$ cat config.mk
export PLATFORM = sky130hd
export DESIGN_NAME = i3c_bus_filter
export DESIGN_NICKNAME = d
export VERILOG_FILES = /design/src/rtl/i3c_bus_filter.sv
export SDC_FILE = /design/constraint.sdc
export NUM_CORES = 1
export LEC_CHECK = 0
export ABC_AREA = 1
export BUFFER_PORTS_ARGS = -buffer_cell sky130_fd_sc_hd__clkbuf_2
export CAP_MARGIN = 20
export CELL_PAD_IN_SITES_DETAIL_PLACEMENT = 0
export CELL_PAD_IN_SITES_GLOBAL_PLACEMENT = 1
export CORE_MARGIN = 1.5
export CORE_UTILIZATION = 35
export DETAILED_ROUTE_END_ITERATION = 16
export PLACE_DENSITY_LB_ADDON = 0.1
export SYNTH_ARGS = -nofsm -noshare
export SYNTH_HDL_FRONTEND = slang
export SYNTH_SLANG_ARGS = --single-unit
$ cat constraint.sdc
create_clock -name clk_i -period 3.1 [get_ports clk_i]
set_clock_uncertainty 0.1 [all_clocks]
set_input_delay 0.465 -clock clk_i [delete_from_list [all_inputs] [get_ports clk_i]]
set_output_delay 0.465 -clock clk_i [all_outputs]
set_load 0.01 [all_outputs]
$ cat src/rtl/i3c_bus_filter.sv
// I3C pad input conditioning: synchronizers, spike filter, bus event pulses and busy/idle tracking.
// Optional SCL stall detector is compiled in with `define I3C_SCL_STALL_DET_EN.
module i3c_bus_filter #(
    parameter int unsigned SyncStages   = 2,
    parameter int unsigned FiltCntWidth = 4,
    parameter int unsigned IdleCntWidth = 16
) (
    input  logic                    clk_i,
    input  logic                    rst_i,
    input  logic                    enable_i,
    input  logic                    scl_i,
    input  logic                    sda_i,
    input  logic [FiltCntWidth-1:0] filt_cycles_i,
    input  logic [IdleCntWidth-1:0] idle_cycles_i,
`ifdef I3C_SCL_STALL_DET_EN
    input  logic [19:0]             stall_cycles_i,
    output logic                    scl_stall_o,
`endif
    output logic                    scl_o,
    output logic                    sda_o,
    output logic                    scl_rise_o,
    output logic                    scl_fall_o,
    output logic                    start_o,
    output logic                    rstart_o,
    output logic                    stop_o,
    output logic                    bus_busy_o,
    output logic                    bus_idle_o
);

    // Line index 0 = SCL, 1 = SDA throughout.
    logic [1:0]              pad;
    logic [SyncStages-1:0]   sync_q   [2];
    logic [FiltCntWidth-1:0] filt_cnt [2];
    logic [1:0]              filt_q;
    logic [1:0]              prev_q;

    logic                    scl_high_both;
    logic                    sda_fall;
    logic                    sda_rise;
    logic                    start_det;
    logic                    stop_det;
    logic                    both_high;
    logic [IdleCntWidth-1:0] idle_cnt;
    logic [IdleCntWidth-1:0] idle_cnt_next;
    logic                    idle_next;
    logic                    busy_next;

    assign pad   = {sda_i, scl_i};
    assign scl_o = filt_q[0];
    assign sda_o = filt_q[1];

    always_ff @(posedge clk_i or posedge rst_i) begin
        if (rst_i) begin
            for (int unsigned i = 0; i < 2; i++) begin
                sync_q[i]   <= '1;
                filt_cnt[i] <= '0;
            end
            filt_q <= '1;
        end else begin
            for (int unsigned i = 0; i < 2; i++) begin
                sync_q[i] <= {sync_q[i][SyncStages-2:0], pad[i]};
                if (sync_q[i][SyncStages-1] == filt_q[i]) begin
                    filt_cnt[i] <= '0;
                end else if (filt_cnt[i] >= filt_cycles_i) begin
                    filt_q[i]   <= sync_q[i][SyncStages-1];
                    filt_cnt[i] <= '0;
                end else if (filt_cnt[i] != '1) begin
                    filt_cnt[i] <= filt_cnt[i] + 1'b1;
                end
            end
        end
    end

    // START/STOP need SCL stably high across both samples so a simultaneous SCL edge masks them.
    always_comb begin
        scl_high_both = filt_q[0] & prev_q[0];
        sda_fall      = prev_q[1] & ~filt_q[1];
        sda_rise      = ~prev_q[1] & filt_q[1];
        start_det     = scl_high_both & sda_fall;
        stop_det      = scl_high_both & sda_rise;
        both_high     = filt_q[0] & filt_q[1];

        idle_cnt_next = '0;
        if (both_high) begin
            idle_cnt_next = (idle_cnt == '1) ? idle_cnt : idle_cnt + 1'b1;
        end
        // Qualified by both_high so idle_cycles_i=0 still requires the lines to be high.
        idle_next = both_high & (idle_cnt_next >= idle_cycles_i);

        busy_next = bus_busy_o;
        if (!enable_i) begin
            busy_next = 1'b0;
        end else if (start_det) begin
            busy_next = 1'b1;
        end else if (stop_det || (idle_next && !bus_idle_o)) begin
            busy_next = 1'b0;
        end
    end

    always_ff @(posedge clk_i or posedge rst_i) begin
        if (rst_i) begin
            prev_q     <= '1;
            scl_rise_o <= 1'b0;
            scl_fall_o <= 1'b0;
            start_o    <= 1'b0;
            rstart_o   <= 1'b0;
            stop_o     <= 1'b0;
            bus_busy_o <= 1'b0;
            bus_idle_o <= 1'b0;
            idle_cnt   <= '0;
        end else begin
            prev_q     <= filt_q;
            scl_rise_o <= enable_i & filt_q[0] & ~prev_q[0];
            scl_fall_o <= enable_i & ~filt_q[0] & prev_q[0];
            start_o    <= enable_i & start_det & ~bus_busy_o;
            rstart_o   <= enable_i & start_det & bus_busy_o;
            stop_o     <= enable_i & stop_det;
            bus_busy_o <= busy_next;
            bus_idle_o <= idle_next;
            idle_cnt   <= idle_cnt_next;
        end
    end

`ifdef I3C_SCL_STALL_DET_EN
    logic [19:0] stall_cnt;

    always_ff @(posedge clk_i or posedge rst_i) begin
        if (rst_i) begin
            stall_cnt   <= '0;
            scl_stall_o <= 1'b0;
        end else begin
            if (!filt_q[0] && bus_busy_o) begin
                stall_cnt <= (stall_cnt == '1) ? stall_cnt : stall_cnt + 1'b1;
            end else begin
                stall_cnt <= '0;
            end
            if (scl_rise_o || stop_o) begin
                scl_stall_o <= 1'b0;
            end else if ((stall_cycles_i != '0) && (stall_cnt >= stall_cycles_i)) begin
                scl_stall_o <= 1'b1;
            end
        end
    end
`endif

endmodule

# Yosys cells after proc, flatten, opt, wreduce, memory -nomap -nowiden
# Cells that the tools add are included.
# totals
out_inout_bits	9
wordCells	67
in_bits	25
romBits	0
mem_bits_rw	0
ff_bits	39
latch_bits	0
memories	0
# classes
bitwise	22
n_mul	0
shift	0
n_lt_le_gt_ge	3
n_mux	11
n_reduce_logical	7
n_addsub	3
n_eq_ne	6
div	0
# ops
op	n
2-to-1 mux 16 bit	2
2-to-1 mux 4 bit	6
adder 16 x 1 -> 16 bit, second input constant	1
equality test 16 bit, second input constant	1
greater-or-equal comparator 16 bit	1
bitwise AND 1 bit	15
adder 4 x 1 -> 4 bit, second input constant	2
greater-or-equal comparator 4 bit	2
!= test 4 bit, second input constant	2
NOT 1 bit	7
nonzero test 3 bit	2
AND reduction 2 bit	2
2-to-1 mux 1 bit	3
!= test 3 x 1 -> 1 bit, second input constant	1
equality test 1 bit	2
logical AND 1 bit	1
zero test 1 bit	1
logical OR 1 bit	1

# Depth between registers and ports, before layout
# logic_depth
ltp_word	10
mapped_depth	21
depth_no_buf	21

# Worst setup path before layout
# Ideal clock, no wire load.
# synth_timing
path_kind	register to register
startpoint	register idle_cnt[0]
endpoint	register bus_busy_o
path_stages_with_launch	19
slack_ns	0.769
n_path_buf	0
t_required_ns	2.933
arrival_time_ns	2.164
period_less_slack_ns	2.331
setup_ns	0.067
path_cell_list	dfrtp_1 > ha_1 > nand3_1 > or2_4 > nor2_8 > inv_2 > a31oi_1 > ha_1 > nand2_1 > nand2_1 > nand2_1 > nand2_1 > nor2_1 > nand2_1 > nand2_1 > nand2_1 > nand3_1 > nand2_1 > nand2_1
# synth_via
elab_chain_len	8
word_cells_on_any_way	9
cone_classes	add/sub (1); order compare (1); eq/ne (2); mux (2); bitwise (1); reduce/logical (2)
# synth_lines
item	line	source
from (decl)	43	logic [IdleCntWidth-1:0] idle_cnt;
from (signal assigned)	120	idle_cnt <= idle_cnt_next;
adder 16 x 1 -> 16 bit or equality test 16 bit (tied branches)	85	idle_cnt_next = (idle_cnt == '1) ? idle_cnt : idle_cnt + 1'b1;
2-to-1 mux 16 bit *	85	
2-to-1 mux 16 bit *	84	if (both_high) begin
named net idle_cnt_next[5]	44	logic [IdleCntWidth-1:0] idle_cnt_next;
greater-or-equal comparator 16 bit *	88	idle_next = both_high & (idle_cnt_next >= idle_cycles_i);
bitwise AND 1 bit *	88	
logical AND 1 bit *	95	end else if (stop_det || (idle_next && !bus_idle_o)) begin
logical OR 1 bit *	95	
!= test 3 x 1 -> 1 bit (no source line) *	-	
to (signal assigned)	118	bus_busy_o <= busy_next;
to (decl)	26	output logic bus_busy_o,
# The timed path passes the listed nets; every way through them passes the cells marked *.
# A chain may end at the register's enable or synchronous reset.

# Worst setup path after layout
# Same ends and word-level chain as after synthesis.

==> summary.txt <==
RUN STATUS
------------------------------------------------------------------------------
Run status                                                        finished clean

FLOORPLAN
------------------------------------------------------------------------------
Total I/O pin count                                                         34
Floorplan die area                                                  7640 sq um
Placeable core region                                               6830 sq um
Row count                                                                   30
Effective utilization at floorplan                                       0.365
Die span in x                                                          87.4 um
DIE HEIGHT                                                             87.4 um

CTS
------------------------------------------------------------------------------
Count of instances resized after the clock tree is built                     0
Clock latency reported for the late side of the worst-skew pair        0.30 ns
Cell at the root of the clock tree                                    clkbuf_8
Clock-pin slew on the worst setup and hold paths                       0.09 ns
# Post-CTS Setup Buffers                                                     0
Number of buffers added to fix hold violations after cts                     0
Clock buffer depth                                                           2
Number of H-tree levels                                                      2
Sink Count                                                                  39
Clock tree from TritonCTS                                                  yes
TritonCTS Buffers                                                            5

GRT
------------------------------------------------------------------------------
Remaining global-route overflow                                              0
GRT Overall Usage                                                        0.155
Global-route wire length before repair                                 9160 um
Initial antenna violation count                                              0
Maximum number of pins on one net before global-route repair                25
Vias in the first global route                                            2049

YOSYS
------------------------------------------------------------------------------
Async set-reset flop share out of synthesis                               1.00
Number of register bits inferred by synthesis                               39
Mapped cell area                                                    2490 sq um
Count of distinct cell types in the synthesized netlist                     37
Share of the yosys chip area belonging to registers                      0.395
Warnings from Yosys                                                          0
Primary FF master, synth                                               dfrtp_1
Post-Syn Area per Cell                                              8.40 sq um
Main area contributors after synthesis                            dfrtp_1, ha_1, inv_1, dfstp_2, nand2_1
Number of enable flip-flop cells after synthesis                             0
Syn Nets                                                                   349
Cells after Synth                                                          297
Dominant cell type by area after synthesis                             dfrtp_1
Share of Yosys cell area claimed by the top area cell type               0.311

POWER
------------------------------------------------------------------------------
Final total power                                                    0.00150 W
Worst ir drop on vdd                                                0.000152 V
Lkg Pwr                                                                1.62 nW
Power density normalized to cell area                              514 nW/um^2

STA
------------------------------------------------------------------------------
Achievable frequency                                                   367 MHz
Final worst setup slack                                               0.378 ns
Pins Over Slew Limit                                                         0
Hold Violations, Final                                                       0
Pin slew with the least headroom to its limit                         0.665 ns
RSZ-0062 raised after global routing                                        no
Accumulated negative setup slack                                          0 ns
Part of the cycle the worst path needs                                   0.878
Fin crit period                                                        2.72 ns
Final-report setup violation count                                           0
Max-Slew Margin vs Limit                                                 0.556

ROUTING
------------------------------------------------------------------------------
Routed vias                                                               1995
DRC violation count after routing                                            0
First drt pass iteration count                                               4
Vias per Instance                                                         4.58
Detailed router's first-iteration violation count                           70
Total wire length after detailed routing                               5200 um
Wire per inst                                                          11.9 um
DRT antenna net count                                                        0

PLACE
------------------------------------------------------------------------------
Routability congestion estimate from global placement                    0.776
Half-perimeter wire length after detailed placement                    4160 um
Port-buffer cells                                                           33
Pre-CTS WS                                                            0.355 ns
Placed instance count                                                      428

CELLS AND AREA
------------------------------------------------------------------------------
Number of inserted diodes                                                    0
Cell Count, Final, Fillers Out                                             436
Flip-flop and latch area                                             986 sq um
Relative area change from synthesis to final layout                      16.6%
Most common library cell in the layout ignoring fill and taps            inv_1
Area occupied by multi-input gates                                  1260 sq um
NumNets Final                                                              391
Fraction of layout instances using a drive strength above 1              0.212
Commonest non-fill, non-tap cells in the layout                   inv_1, nand2_1, clkbuf_2
Filler cells                                                               716

SETUP PATH
------------------------------------------------------------------------------
Flop-to-flop setup slack                                               0.38 ns
Launching element of the worst setup path                         idle_cnt[0]$_DFF_PP0_
R2R Path End                                                      bus_busy_o$_DFFE_PP0P_
Worst path arrival time                                                2.85 ns
Crit. End Element                                                    flip-flop
Critical path start-end classification                            flip-flop to flip-flop
Critical path endpoint                                            bus_busy_o$_DFFE_PP0P_
Reg-to-reg critical path startpoint                               idle_cnt[0]$_DFF_PP0_
Maximum net fanout on the critical path                                      9
Required time worst endpoint                                           3.23 ns
Cell depth of the worst flop-to-flop path                                   18
Critical path launch point type                                      flip-flop

MIN PATH
------------------------------------------------------------------------------
Min-Delay Path Class                                              input port to flip-flop

FLOW RUN
------------------------------------------------------------------------------
# Max-Cap Violations                                                         0

-- worst max-delay path: stages (launching register included) --
cell     delay [ns]
dfrtp_1        0.40
ha_1           0.24
nand3_1        0.13
or2_4          0.31
nor2_8         0.18
inv_2          0.08
a31oi_1        0.19
ha_1           0.28
nand2_1        0.07
inv_1          0.03
nand2_1        0.09
nor2_1         0.06
nor2_1         0.09
nand2_1        0.10
nand2_1        0.09
nand2_1        0.05
nand3_1        0.06
nand2_1        0.05
nand2_1        0.06
-- cells by family after synthesis --
kind of cell,share of synthesized area
xor+xnor,0.0281
mux,0.00452
simple gates,0.244
flops,0.395
compound gates,0.0948
fa+ha+maj,0.135
buf+inv,0.0978
-- per-layer routing --
metal	vias to the layer above	share of wire	wire (um)	global-route usage
li1	1059	-	-	-
met4	0	0.010	53	0.0476
met1	908	0.50	2580	0.204
met2	22	0.46	2400	0.256
met5	-	0	0	0
met3	6	0.031	160	0.0313
-- state kept, by name (all words and copies together), names as in the netlist --
signal      count
idle_cnt       16
filt_cnt        8
sync_q          4
filt_q          2
prev_q          2
bus_busy_o      1
bus_idle_o      1
rstart_o        1
scl_fall_o      1
scl_rise_o      1
start_o         1
stop_o          1
-- final cells by class --
type | instances | area share
clock buffers | 5 | 0.0237
clock inverters | 3 | 0.0151
inverters | 63 | 0.0814
multi-input cells | 194 | 0.435
flip-flops and latches | 39 | 0.339
well taps | 96 | 0.0413
repair buffers | 36 | 0.0646
-- cell usage after synthesis (3+ instances only) --
cell,count
inv_1,57
nand2_1,42
dfrtp_1,31
ha_1,27
nor2_1,21
nand3_1,20
nand4_1,12
a21oi_1,11
nor3_1,9
dfstp_2,8
o21ai_0,7
inv_2,6
a31oi_1,5
xor2_1,5
a211oi_1,4
o21ai_1,4
xnor2_1,3
-- power by group --
part | internal, W | switching (W) | leakage [nW] | total (W)
combinational | 0.000153 | 0.000230 | 1.05 | 0.000383
sequential | 0.000602 | 0.0000767 | 0.511 | 0.000679
clock | 0.000240 | 0.000193 | 0.0581 | 0.000433
-- per-stage QoR --
stage | hold slack [ns] | cell area (sq um) | utilization
after floorplan | 0.245 | 2490 | -
after global placement | 0.246 | 2790 | 0.409
after detailed placement | 0.250 | 2790 | 0.409
after CTS | 0.127 | 2910 | 0.425
after global routing | 0.127 | 2910 | 0.425
final | 0.135 | 2910 | 0.425
-- worst min path at each step --
stage,start,endpoint,slack (ns),cells past startpoint
after floorplan,sync_q[0]$_DFF_PP1_,sync_q[1]$_DFF_PP1_,0.25,0
after global placement,sync_q[2]$_DFF_PP1_,sync_q[3]$_DFF_PP1_,0.25,0
after detailed placement,sync_q[2]$_DFF_PP1_,sync_q[3]$_DFF_PP1_,0.25,0
after CTS,scl_i,sync_q[2]$_DFF_PP1_,0.13,1
after global routing,scl_i,sync_q[2]$_DFF_PP1_,0.13,1
final,scl_i,sync_q[2]$_DFF_PP1_,0.13,1
Note: power is estimated with default switching activity, not from simulation.
